[src/rtl/fifo_pkg.sv]
// Shared constants for the FIFO read-side packetizer: default widths, FIFO depth, FSM encoding.
// No logic; imported by the interface, the skid buffer and the top level.
package fifo_pkg;
  localparam int DWIDTH_DEF = 32;
  localparam int AWIDTH_DEF = 10;
  localparam int FIFO_DEPTH_DEF = 1 << AWIDTH_DEF;

  localparam logic ST_IDLE_ENC = 1'b0;
  localparam logic ST_XFER_ENC = 1'b1;

  typedef enum logic {
    ST_IDLE = ST_IDLE_ENC,
    ST_XFER = ST_XFER_ENC
  } state_t;

  function automatic int fifo_depth(input int aw);
    return 1 << aw;
  endfunction
endpackage

[src/rtl/fifo_rd_axis_packetizer_if.sv]
// AXI-Stream bundle between the packetizer (master) and its consumer (slave).
// Pure wiring; tready is the only signal flowing against the data.
interface fifo_rd_axis_packetizer_if import fifo_pkg::*; #(
  parameter int DWIDTH = DWIDTH_DEF
);
  logic [DWIDTH-1:0] tdata;
  logic              tvalid;
  logic              tready;
  logic              tlast;

  modport master (output tdata, output tvalid, output tlast, input tready);
  modport slave  (input tdata, input tvalid, input tlast, output tready);
endinterface

[src/rtl/fifo_rd_axis_packetizer_skid_buf_2.sv]
// 2-entry buffer absorbing the BRAM read latency; head is combinational from storage.
// Write and pop in the same cycle keep cnt unchanged; the caller must never write when full without popping.
module skid_buf_2 import fifo_pkg::*; #(
  parameter int DWIDTH = DWIDTH_DEF
) (
  input  logic              clk,
  input  logic              rst_n,
  input  logic              wr_en,
  input  logic [DWIDTH-1:0] wr_dat,
  input  logic              rd_en,
  output logic [1:0]        cnt,
  output logic [DWIDTH-1:0] head,
  output logic              full,
  output logic              empty
);
  logic [DWIDTH-1:0] r_mem [2];
  logic              r_wr_ptr;
  logic              r_rd_ptr;
  logic [1:0]        r_cnt;

  always_ff @(posedge clk) begin
    if (!rst_n) begin
      r_wr_ptr <= 1'b0;
      r_rd_ptr <= 1'b0;
      r_cnt    <= 2'd0;
    end else begin
      if (wr_en) r_wr_ptr <= ~r_wr_ptr;
      if (rd_en) r_rd_ptr <= ~r_rd_ptr;
      case ({wr_en, rd_en})
        2'b10:   r_cnt <= r_cnt + 2'd1;
        2'b01:   r_cnt <= r_cnt - 2'd1;
        default: r_cnt <= r_cnt;
      endcase
    end
  end

  // Storage needs no reset: cnt alone defines which entries are live.
  always_ff @(posedge clk) begin
    if (wr_en) r_mem[r_wr_ptr] <= wr_dat;
  end

  assign cnt   = r_cnt;
  assign head  = r_mem[r_rd_ptr];
  assign full  = (r_cnt == 2'd2);
  assign empty = (r_cnt == 2'd0);
endmodule

[src/rtl/fifo_rd_axis_packetizer.sv]
// FIFO read port to AXI-Stream packetizer, tlast every len_q beats; first beat 2 cycles after first pop, 1 word/cycle.
// Pops stop once buffered+in-flight reaches 2 under tready backpressure; FIFO_RD_PKT_GATE_EN adds whole-packet start gating.
module fifo_rd_axis_packetizer import fifo_pkg::*; #(
  parameter int DWIDTH = DWIDTH_DEF,
  parameter int AWIDTH = AWIDTH_DEF,
  parameter int LEN_W  = 16,
  parameter int CNT_W  = 32
) (
  input  logic                      clk,
  input  logic                      rst_n,
  output logic                      fifo_rd_en,
  input  logic [DWIDTH-1:0]         fifo_dout,
  input  logic                      fifo_empty,
  input  logic [AWIDTH:0]           fifo_data_count,
  input  logic [LEN_W-1:0]          pkt_len,
  fifo_rd_axis_packetizer_if.master m,
  output logic [CNT_W-1:0]          pkt_count,
  output logic                      busy
);
  state_t            r_state, w_state_nxt;
  logic [LEN_W-1:0]  r_len_q, w_len_nxt;
  logic [LEN_W-1:0]  r_beat, w_beat_nxt;
  logic [CNT_W-1:0]  r_pkt_count;
  logic              w_pkt_inc;
  logic              r_inflight;
  logic [1:0]        w_cnt;
  logic [DWIDTH-1:0] w_head;
  logic              w_unused_full;
  logic              w_empty;
  logic              w_xfer;
  logic              w_rd_en;
  logic              w_pop_allow;
  logic              w_last_beat;
  logic              w_more;
  logic [2:0]        w_occ_nxt;
  logic [LEN_W-1:0]  w_len_eff;
  logic [LEN_W-1:0]  w_next_len;

  skid_buf_2 #(.DWIDTH(DWIDTH)) u_buf (
    .clk    (clk),
    .rst_n  (rst_n),
    .wr_en  (r_inflight),
    .wr_dat (fifo_dout),
    .rd_en  (w_xfer),
    .cnt    (w_cnt),
    .head   (w_head),
    .full   (w_unused_full),
    .empty  (w_empty)
  );

  assign w_xfer      = m.tvalid & m.tready;
  assign w_len_eff   = (pkt_len == '0) ? LEN_W'(1) : pkt_len;
  // Occupancy after this cycle settles: buffered + landing word - departing word.
  assign w_occ_nxt   = {1'b0, w_cnt} + {2'b00, r_inflight} - {2'b00, w_xfer};
  assign w_rd_en     = rst_n & ~fifo_empty & w_pop_allow & (w_occ_nxt < 3'd2);
  assign w_last_beat = (r_state == ST_XFER) & (r_beat == r_len_q - LEN_W'(1));
  assign w_more      = (w_occ_nxt != 3'd0) | w_rd_en;

`ifdef FIFO_RD_PKT_GATE_EN
  localparam int DEPTH = fifo_depth(AWIDTH);
  logic [LEN_W-1:0] r_pops, r_pop_len;
  logic             w_pop_done;
  logic [31:0]      w_need;
  logic             w_gate;

  assign w_pop_done  = (r_pops == r_pop_len);
  assign w_need      = (32'(w_len_eff) > 32'(DEPTH)) ? 32'(DEPTH) : 32'(w_len_eff);
  assign w_gate      = (32'(fifo_data_count) >= w_need);
  assign w_pop_allow = ~w_pop_done | w_gate;
  // Words still outstanding after a last beat belong to the prefetched packet.
  assign w_next_len  = (w_occ_nxt != 3'd0) ? r_pop_len : w_len_eff;

  always_ff @(posedge clk) begin
    if (!rst_n) begin
      r_pops    <= '0;
      r_pop_len <= '0;
    end else if (w_rd_en) begin
      if (w_pop_done) begin
        r_pops    <= LEN_W'(1);
        r_pop_len <= w_len_eff;
      end else begin
        r_pops    <= r_pops + LEN_W'(1);
      end
    end
  end
`else
  logic w_unused_cnt;
  assign w_unused_cnt = ^fifo_data_count;
  assign w_pop_allow  = 1'b1;
  assign w_next_len   = w_len_eff;
`endif

  always_comb begin
    w_state_nxt = r_state;
    w_beat_nxt  = r_beat;
    w_len_nxt   = r_len_q;
    w_pkt_inc   = 1'b0;
    case (r_state)
      ST_IDLE: begin
        if (w_rd_en) begin
          w_state_nxt = ST_XFER;
          w_len_nxt   = w_len_eff;
        end
      end
      ST_XFER: begin
        if (w_xfer) begin
          if (w_last_beat) begin
            w_beat_nxt = '0;
            w_pkt_inc  = 1'b1;
            if (w_more) w_len_nxt   = w_next_len;
            else        w_state_nxt = ST_IDLE;
          end else begin
            w_beat_nxt = r_beat + LEN_W'(1);
          end
        end
      end
      default: w_state_nxt = ST_IDLE;
    endcase
  end

  always_ff @(posedge clk) begin
    if (!rst_n) begin
      r_state     <= ST_IDLE;
      r_len_q     <= LEN_W'(1);
      r_beat      <= '0;
      r_pkt_count <= '0;
      r_inflight  <= 1'b0;
    end else begin
      r_state     <= w_state_nxt;
      r_len_q     <= w_len_nxt;
      r_beat      <= w_beat_nxt;
      r_inflight  <= w_rd_en;
      if (w_pkt_inc) r_pkt_count <= r_pkt_count + CNT_W'(1);
    end
  end

  assign fifo_rd_en = w_rd_en;
  assign m.tvalid   = ~w_empty;
  assign m.tdata    = w_head;
  assign m.tlast    = ~w_empty & w_last_beat;
  assign pkt_count  = r_pkt_count;
  assign busy       = (r_state == ST_XFER) | ~w_empty | r_inflight;
endmodule

[src/flat_wrapper.sv]
// flat-port wrapper written by rule: the top's interface ports become plain ports
module fifo_rd_axis_packetizer_flat import fifo_pkg::*;
#(
  parameter int DWIDTH = DWIDTH_DEF,
  parameter int AWIDTH = AWIDTH_DEF,
  parameter int LEN_W  = 16,
  parameter int CNT_W  = 32
)
  (clk, rst_n, fifo_rd_en, fifo_dout, fifo_empty, fifo_data_count, pkt_len, pkt_count, busy, m_tdata, m_tvalid, m_tlast, m_tready);
  fifo_rd_axis_packetizer_if #(.DWIDTH(DWIDTH)) m_i ();
  input  logic clk;
  input  logic rst_n;
  output logic fifo_rd_en;
  input  logic [DWIDTH-1:0] fifo_dout;
  input  logic fifo_empty;
  input  logic [AWIDTH:0] fifo_data_count;
  input  logic [LEN_W-1:0] pkt_len;
  output logic [CNT_W-1:0] pkt_count;
  output logic busy;
  output wire logic [$bits(m_i.tdata)-1:0] m_tdata;
  output wire logic [$bits(m_i.tvalid)-1:0] m_tvalid;
  output wire logic [$bits(m_i.tlast)-1:0] m_tlast;
  input wire logic [$bits(m_i.tready)-1:0] m_tready;
  assign m_tdata = m_i.tdata;
  assign m_tvalid = m_i.tvalid;
  assign m_tlast = m_i.tlast;
  assign m_i.tready = m_tready;
  fifo_rd_axis_packetizer #(.DWIDTH(DWIDTH), .AWIDTH(AWIDTH), .LEN_W(LEN_W), .CNT_W(CNT_W)) u_core (.clk(clk), .rst_n(rst_n), .fifo_rd_en(fifo_rd_en), .fifo_dout(fifo_dout), .fifo_empty(fifo_empty), .fifo_data_count(fifo_data_count), .pkt_len(pkt_len), .m(m_i), .pkt_count(pkt_count), .busy(busy));
endmodule
[config.mk]
export PLATFORM = sky130hd
export DESIGN_NAME = fifo_rd_axis_packetizer_flat
export DESIGN_NICKNAME = d
export VERILOG_FILES = /design/src/rtl/fifo_pkg.sv /design/src/rtl/fifo_rd_axis_packetizer_if.sv /design/src/rtl/fifo_rd_axis_packetizer_skid_buf_2.sv /design/src/rtl/fifo_rd_axis_packetizer.sv /design/src/flat_wrapper.sv
export SDC_FILE = /design/constraint.sdc
export NUM_CORES = 1
export LEC_CHECK = 0
export ABC_AREA = 1
export BUFFER_PORTS_ARGS = -buffer_cell sky130_fd_sc_hd__clkbuf_2
export CORE_UTILIZATION = 53
export CTS_CLUSTER_SIZE = 28
export DETAILED_ROUTE_END_ITERATION = 10
export PLACE_DENSITY = 0.83
export SYNTH_ARGS = -nofsm -noshare
export SYNTH_HDL_FRONTEND = slang
export SYNTH_SLANG_ARGS = --single-unit
[constraint.sdc]
create_clock -name clk -period 8.1 [get_ports clk]
set_clock_uncertainty 0.1 [all_clocks]
set_input_delay 0.405 -clock clk [delete_from_list [all_inputs] [get_ports clk]]
set_output_delay 0.405 -clock clk [all_outputs]
set_load 0.01 [all_outputs]
After elaboration in Yosys (flattened, before gate mapping)
Memories as Yosys holds them, arrays and structs flattened. A register that Yosys moved wholly into a read port is not among the register bits.
Index checks and enable logic that the tools add are counted.
{ "word_totals": {"mem_count": 1, "register_bits": 70, "word_cells": 63, "input_bits": 63, "ramBits": 64} }
{ "op_classes": {"eq_ne": 7, "bitwise_logic": 13, "addsub": 7, "mux": 20, "n_lt_le_gt_ge": 1, "n_reduce_logical": 6} }
{ "memory_table": {"columns": ["name", "words", "width", "rd", "rd_clocked_by_memory_dff", "write_ports", "line_no", "text"], "rows": [
  ["u_core.u_buf.r_mem", 2, 32, 1, 1, 1, "fifo_rd_axis_packetizer_skid_buf_2.sv:16", "logic [DWIDTH-1:0] r_mem [2];"]
]} }
{ "op_table": {"columns": ["cell", "count"], "rows": [
  ["2-to-1 mux 16 bit", 6],
  ["adder 32 x 1 -> 32 bit (second input constant)", 1],
  ["case mux 16 bit (2 select lines)", 1],
  ["adder 16 x 1 -> 16 bit (second input constant)", 1],
  ["equality test 16 bit", 1],
  ["logical NOT 16 bit", 1],
  ["subtractor 16 x 1 -> 16 bit (second input constant)", 1],
  ["2-to-1 mux 1 bit", 11],
  ["inequality test 2 bit (second input constant)", 3],
  ["AND 1 bit", 5],
  ["inverter 1 bit", 5],
  ["case mux 2 bit (2 select lines)", 1],
  ["AND reduction 4 bit", 1],
  ["adder 2 x 1 -> 3 bit", 1],
  ["< comparator 3 x 2 -> 1 bit (second input constant)", 1],
  ["OR 1 bit", 3],
  ["nonzero test 3 bit", 1],
  ["subtractor 3 x 1 -> 3 bit", 1],
  ["adder 2 x 1 -> 2 bit (second input constant)", 1],
  ["equality test 2 x 1 -> 1 bit (second input constant)", 1],
  ["equality test 2 bit (second input constant)", 1],
  ["logical NOT 2 bit", 1],
  ["inequality test 2 x 1 -> 1 bit (second input constant)", 1],
  ["case mux 1 bit (2 select lines)", 1],
  ["other kinds (3)", 3]
]} }

Longest topological paths before layout
{ "depth": {"ltp_word": 11, "ltp_mapped": 17, "depth_no_buf": 17} }

Hierarchy
From an unflattened synthesis, not the netlist that was laid out.
{ "unflattened": {"cells_unflattened": 830, "area_unflattened_um2": 7215.7} }
{ "by_module_without_submodules": {"columns": ["module", "instances", "area_each_um2", "cells_each", "seq_area_each_um2"], "rows": [
  ["fifo_rd_axis_packetizer", 1, 4523.1, 695, 1321.3],
  ["skid_buf_2", 1, 2692.6, 135, 2021.9]
]} }

Least setup slack after synthesis
OpenSTA, ideal clock, no wires.
{ "synth_path": {"path_type": "reg-to-reg", "start": "register u_core.u_buf.r_cnt[0], in the netlist u_core.u_buf.cnt[0]", "end": "register u_core.r_len_q[3]", "arrival_ps": 3295, "n_path_buf": 2, "required_ps": 7888, "period_less_slack_ps": 3507, "setup_ps": 112, "path_stages_with_launch": 17, "setup_slack_ps": 4593, "path_cell_list": "dfxtp_1 > nor2_1 > nor2_4 > clkbuf_1 > ha_1 > inv_1 > ha_1 > fa_1 > a21oi_1 > o21ai_0 > nor3_1 > nand2_1 > nand2_1 > clkbuf_1 > nand4_1 > nand2_1 > nor2_2"} }
{ "synth_between": {"elab_chain_len": 9, "word_cells_on_any_way": 13} }
{ "synth_lines": {"columns": ["item", "line_no", "text"], "rows": [
  ["start: declaration", "fifo_rd_axis_packetizer_skid_buf_2.sv:19", "logic [1:0] r_cnt;"],
  ["start signal: assignment", "fifo_rd_axis_packetizer_skid_buf_2.sv:30", "2'b10: r_cnt <= r_cnt + 2'd1;"],
  ["start signal: assignment", "fifo_rd_axis_packetizer_skid_buf_2.sv:31", "2'b01: r_cnt <= r_cnt - 2'd1;"],
  ["start signal: assignment", "fifo_rd_axis_packetizer_skid_buf_2.sv:32", "default: r_cnt <= r_cnt;"],
  ["logical NOT 2 bit (*)", "fifo_rd_axis_packetizer_skid_buf_2.sv:45", "assign empty = (r_cnt == 2'd0);"],
  ["inverter 1 bit (*)", "fifo_rd_axis_packetizer.sv:138", "assign m.tvalid = ~w_empty;"],
  ["AND 1 bit (*)", "fifo_rd_axis_packetizer.sv:51", "assign w_xfer = m.tvalid & m.tready;"],
  ["named net u_core.u_buf.rd_en", "fifo_rd_axis_packetizer_skid_buf_2.sv:10", "input logic rd_en,"],
  ["subtractor 3 x 1 -> 3 bit (*)", "fifo_rd_axis_packetizer.sv:54", "assign w_occ_nxt = {1'b0, w_cnt} + {2'b00, r_inflight} - {2'b00, w_xfer};"],
  ["< comparator 3 x 2 -> 1 bit (*)", "fifo_rd_axis_packetizer.sv:55", "assign w_rd_en = rst_n & ~fifo_empty & w_pop_allow & (w_occ_nxt < 3'd2);"],
  ["AND 1 bit (*)", "fifo_rd_axis_packetizer.sv:55", null],
  ["named net fifo_rd_en", "flat_wrapper.sv:13", "output logic fifo_rd_en;"],
  ["OR 1 bit", "fifo_rd_axis_packetizer.sv:57", "assign w_more = (w_occ_nxt != 3'd0) | w_rd_en;"],
  ["inequality test 2 bit (no source line)", null, null],
  ["AND reduction 4 bit (no source line) (*)", null, null],
  ["end signal: assignment", "fifo_rd_axis_packetizer.sv:130", "r_len_q <= w_len_nxt;"],
  ["end: declaration", "fifo_rd_axis_packetizer.sv:21", "logic [LEN_W-1:0] r_len_q, w_len_nxt;"]
]} }
The timed path passes the listed nets; every way through them passes the cells marked *.
A chain may end at the register's enable or synchronous reset.

Worst setup path in the final report
{ "layout_path": {"start": "register u_core.u_buf.r_cnt[0], in the netlist u_core.u_buf.cnt[0]", "end": "register u_core.r_len_q[1]"} }
{ "layout_between": {"elab_chain_len": 9, "word_cells_on_any_way": 13} }
{ "layout_lines": {"columns": ["item"], "rows": [
  ["parallel branches: the longest is 8 deep, another holds adder 2 x 1 -> 3 bit"],
  ["AND reduction 4 bit (no source line) (*)"]
]} }
Mark *: on every way between the ends.

==> metrics <==
status=completed; synth cell count leaders=nand2_1 (179), nor2_1 (100), inv_1 (93); critical path class=reg -> reg; EDFF count, synth=64; Slew @ Worst Pin=1.19 ns; CTS Sinks=135; net count after synthesis=899; sequential share of the synthesized area=0.478; core area=12700 sq um; Startpoint Class=flop; placed insts=1098; Layout Utilization=0.654; initial antenna violation count=0; top-count cell post-synth=nand2_1; number of CTS-inserted buffers=17; Arrival @ worst endpoint=4.38 ns; via/cell ratio=5.30; H-tree depth=4; DP Wirelength=11.4 mm; first-pass GRT wire length=25.1 mm; Required @ worst endpoint=8.31 ns; RD Place Congestion=0.937; Cell Count, Final, Fillers Out=1130; Iter 0 DRT Violations=537; final wirelength=16.1 mm; drt drc=0; Hold Fails Final Rpt=0; CP max FO=33; Post-Syn Area=7000 sq um; Slew Limit Fails=0; Pwr Density=312 nW/um^2; cell taking the most area after synthesis=edfxtp_1; Root Driver=clkbuf_16; unrepaired setup endpoints after global routing=no; worst min path class=in -> reg; die width=117 um; port buffer count=119; WL/cell=14.3 um; Crit path top cell by count=nor2_1; synthesized area per cell=8.44 sq um; max incr delay on CP=0.64 ns; final setup fails=0; CP max stage cell=nor2_4; Reg clk slew, reported paths=0.06 ns; CTS tree=built; clock buffer depth=2; number of distinct library cells after synthesis=37; cts repair resizes=0; Leak=3.55 nW; Post-Syn Instances=829; Final #Nets=1015; GRT Residual Overflow=0; Area contributors post-synth=edfxtp_1 (27%), dfxtp_1 (20%), nand2_1 (9.6%); number of synthesis warnings=0; max_cap viols=0; post-route ant nets=0; Hold Crit Depth=1; area delta synth->final=19.0%; n_diodes=0; crit path capture type=flop; Die Ht=117 um; Cell Rows=41; setup bufs post-CTS=0; share of layout cells above drive strength 1=0.228; time the worst path needs with I/O delays and setup=4.17 ns; pin count of the biggest net entering global routing=34; async set-reset flop share out of synthesis=0; Max Freq=240 MHz; crit path cell chain=nor2_1 > nor2_4 > ha_1 > inv_1 > ha_1 > fa_1 > a21oi_1 > o21ai_0 > nor3_1 > nand2_1 > nand2_1 > nand3_1 > nor2_1 > nor2_1; initial core utilization=0.550; Synth Flop Type=dfxtp_1; Worst-Skew Late Latency=0.42 ns; area fraction of the dominant cell type after synthesis=0.275; number of global-route vias before repair=5274; slew margin rel.=0.206; total number of vias=5988; gr usage total=0.240; peak supply drop=0.155 mV; Fin Setup TNS=0 ns; DIE AREA=13700 sq um; reg2reg path depth=14; period utilization=0.515; Pre-antenna DRT Iters=5; Yosys reg bits=135; CTS Hold Bufs=0; IO Pins=131
## through the flow
stage	total power [mW]	setup WS (ns)	hold slack, ns	cell area [sq um]
final	2.59	3.93	0.0857	8320
after global routing	2.75	3.54	0.0681	8320
after CTS	2.60	3.95	0.0680	8320
after detailed placement	1.79	4.05	0.350	7710
after global placement	1.77	4.11	0.336	7710
after floorplan	1.58	4.59	0.326	7000
## cell families (layout without fill, tap and decap cells)
| family | Yosys count | count (layout) | share of synthesized area |
|---|---|---|---|
| muxes | 32 | 32 | 0.0515 |
| DFF | 135 | 135 | 0.478 |
| adders and majority gates | 7 | 7 | 0.0136 |
| xor gates and xnor gates | 40 | 40 | 0.0501 |
| buffers and inverters | 120 | 249 | 0.0694 |
| and+or+nand+nor | 438 | 438 | 0.295 |
| AOI/OAI and AO/OA | 57 | 57 | 0.0424 |
## worst paths after layout
path | from | end | slack (ns)
hold reg to reg | u_core.u_buf.r_rd_ptr$_SDFFE_PN0P_ | u_core.u_buf.r_rd_ptr$_SDFFE_PN0P_ | 0.36
hold / removal | fifo_dout[17] | u_core.u_buf.r_mem[0][17]$_DFFE_PP_ | 0.09
setup reg to reg | u_core.u_buf.cnt[0]$_SDFFE_PN0N_ | u_core.r_len_q[1]$_SDFFE_PN0P_ | 3.93
setup / recovery | u_core.u_buf.cnt[0]$_SDFFE_PN0N_ | u_core.r_len_q[1]$_SDFFE_PN0P_ | 3.93
## sequential cells by signal (all words and copies together) (netlist names), named ones only
name	cells
u_core.u_buf.r_mem	64
u_core.u_buf.cnt	2
u_core.u_buf.r_rd_ptr	1
u_core.r_inflight	1
u_core.u_buf.r_wr_ptr	1
u_core.r_len_q	16
u_core.pkt_count	32
u_core.r_beat	16
u_core.r_state	1
## routing by layer
layer	wire, um	GRT usage	up-vias
met5	0	0	-
met4	225	0.0886	0
met3	1280	0.0443	20
met2	7430	0.391	262
met1	7190	0.319	2709
li1	-	-	2997
## power by group
group	internal, mW	switching, mW	total (mW)
registers	0.819	0.0636	0.882
logic	0.315	0.594	0.909
clock network	0.492	0.310	0.801
total	1.63	0.967	2.59
## area by class of cell
cell class                      count  area, sq um
Clock buffer                       17          425
Clock inverter                     15          191
Fill cell                        1093         4400
Inverter                           94          353
Multi-Input combinational cell    574         3170
Sequential cell                   135         3340
Tap cell                          172          215
Timing Repair Buffer              123          626
## cells in the final DEF, fill, tap and decap left out, types with 4 or more instances in the layout
cell type,Yosys,layout
clkbuf_2,0,119
nand2_1,179,179
nor2_2,7,8
ha_1,6,6
a21oi_1,36,36
inv_1,93,93
nand4_1,50,50
xor2_1,26,26
dfxtp_1,71,71
o21ai_0,17,17
mux2_2,32,32
nor3_1,23,23
nand2_2,6,6
nand3b_1,5,5
clkbuf_16,0,17
nand3_1,40,40
nor2_4,8,8
nor4_1,7,7
inv_6,0,5
xnor2_1,14,14
edfxtp_1,64,64
buf_4,4,4
nor2_1,100,99
## critical path: cells and delay by family (launching register included)
family,cells,cell delay (ns)
AND/OR/NAND/NOR,8,2.24
adder cells (fa/ha/maj),3,0.93
buffers and inverters,1,0.11
flip-flops,1,0.43
AO/OA/AOI/OAI,2,0.25
(Power assumes the default switching activity.)
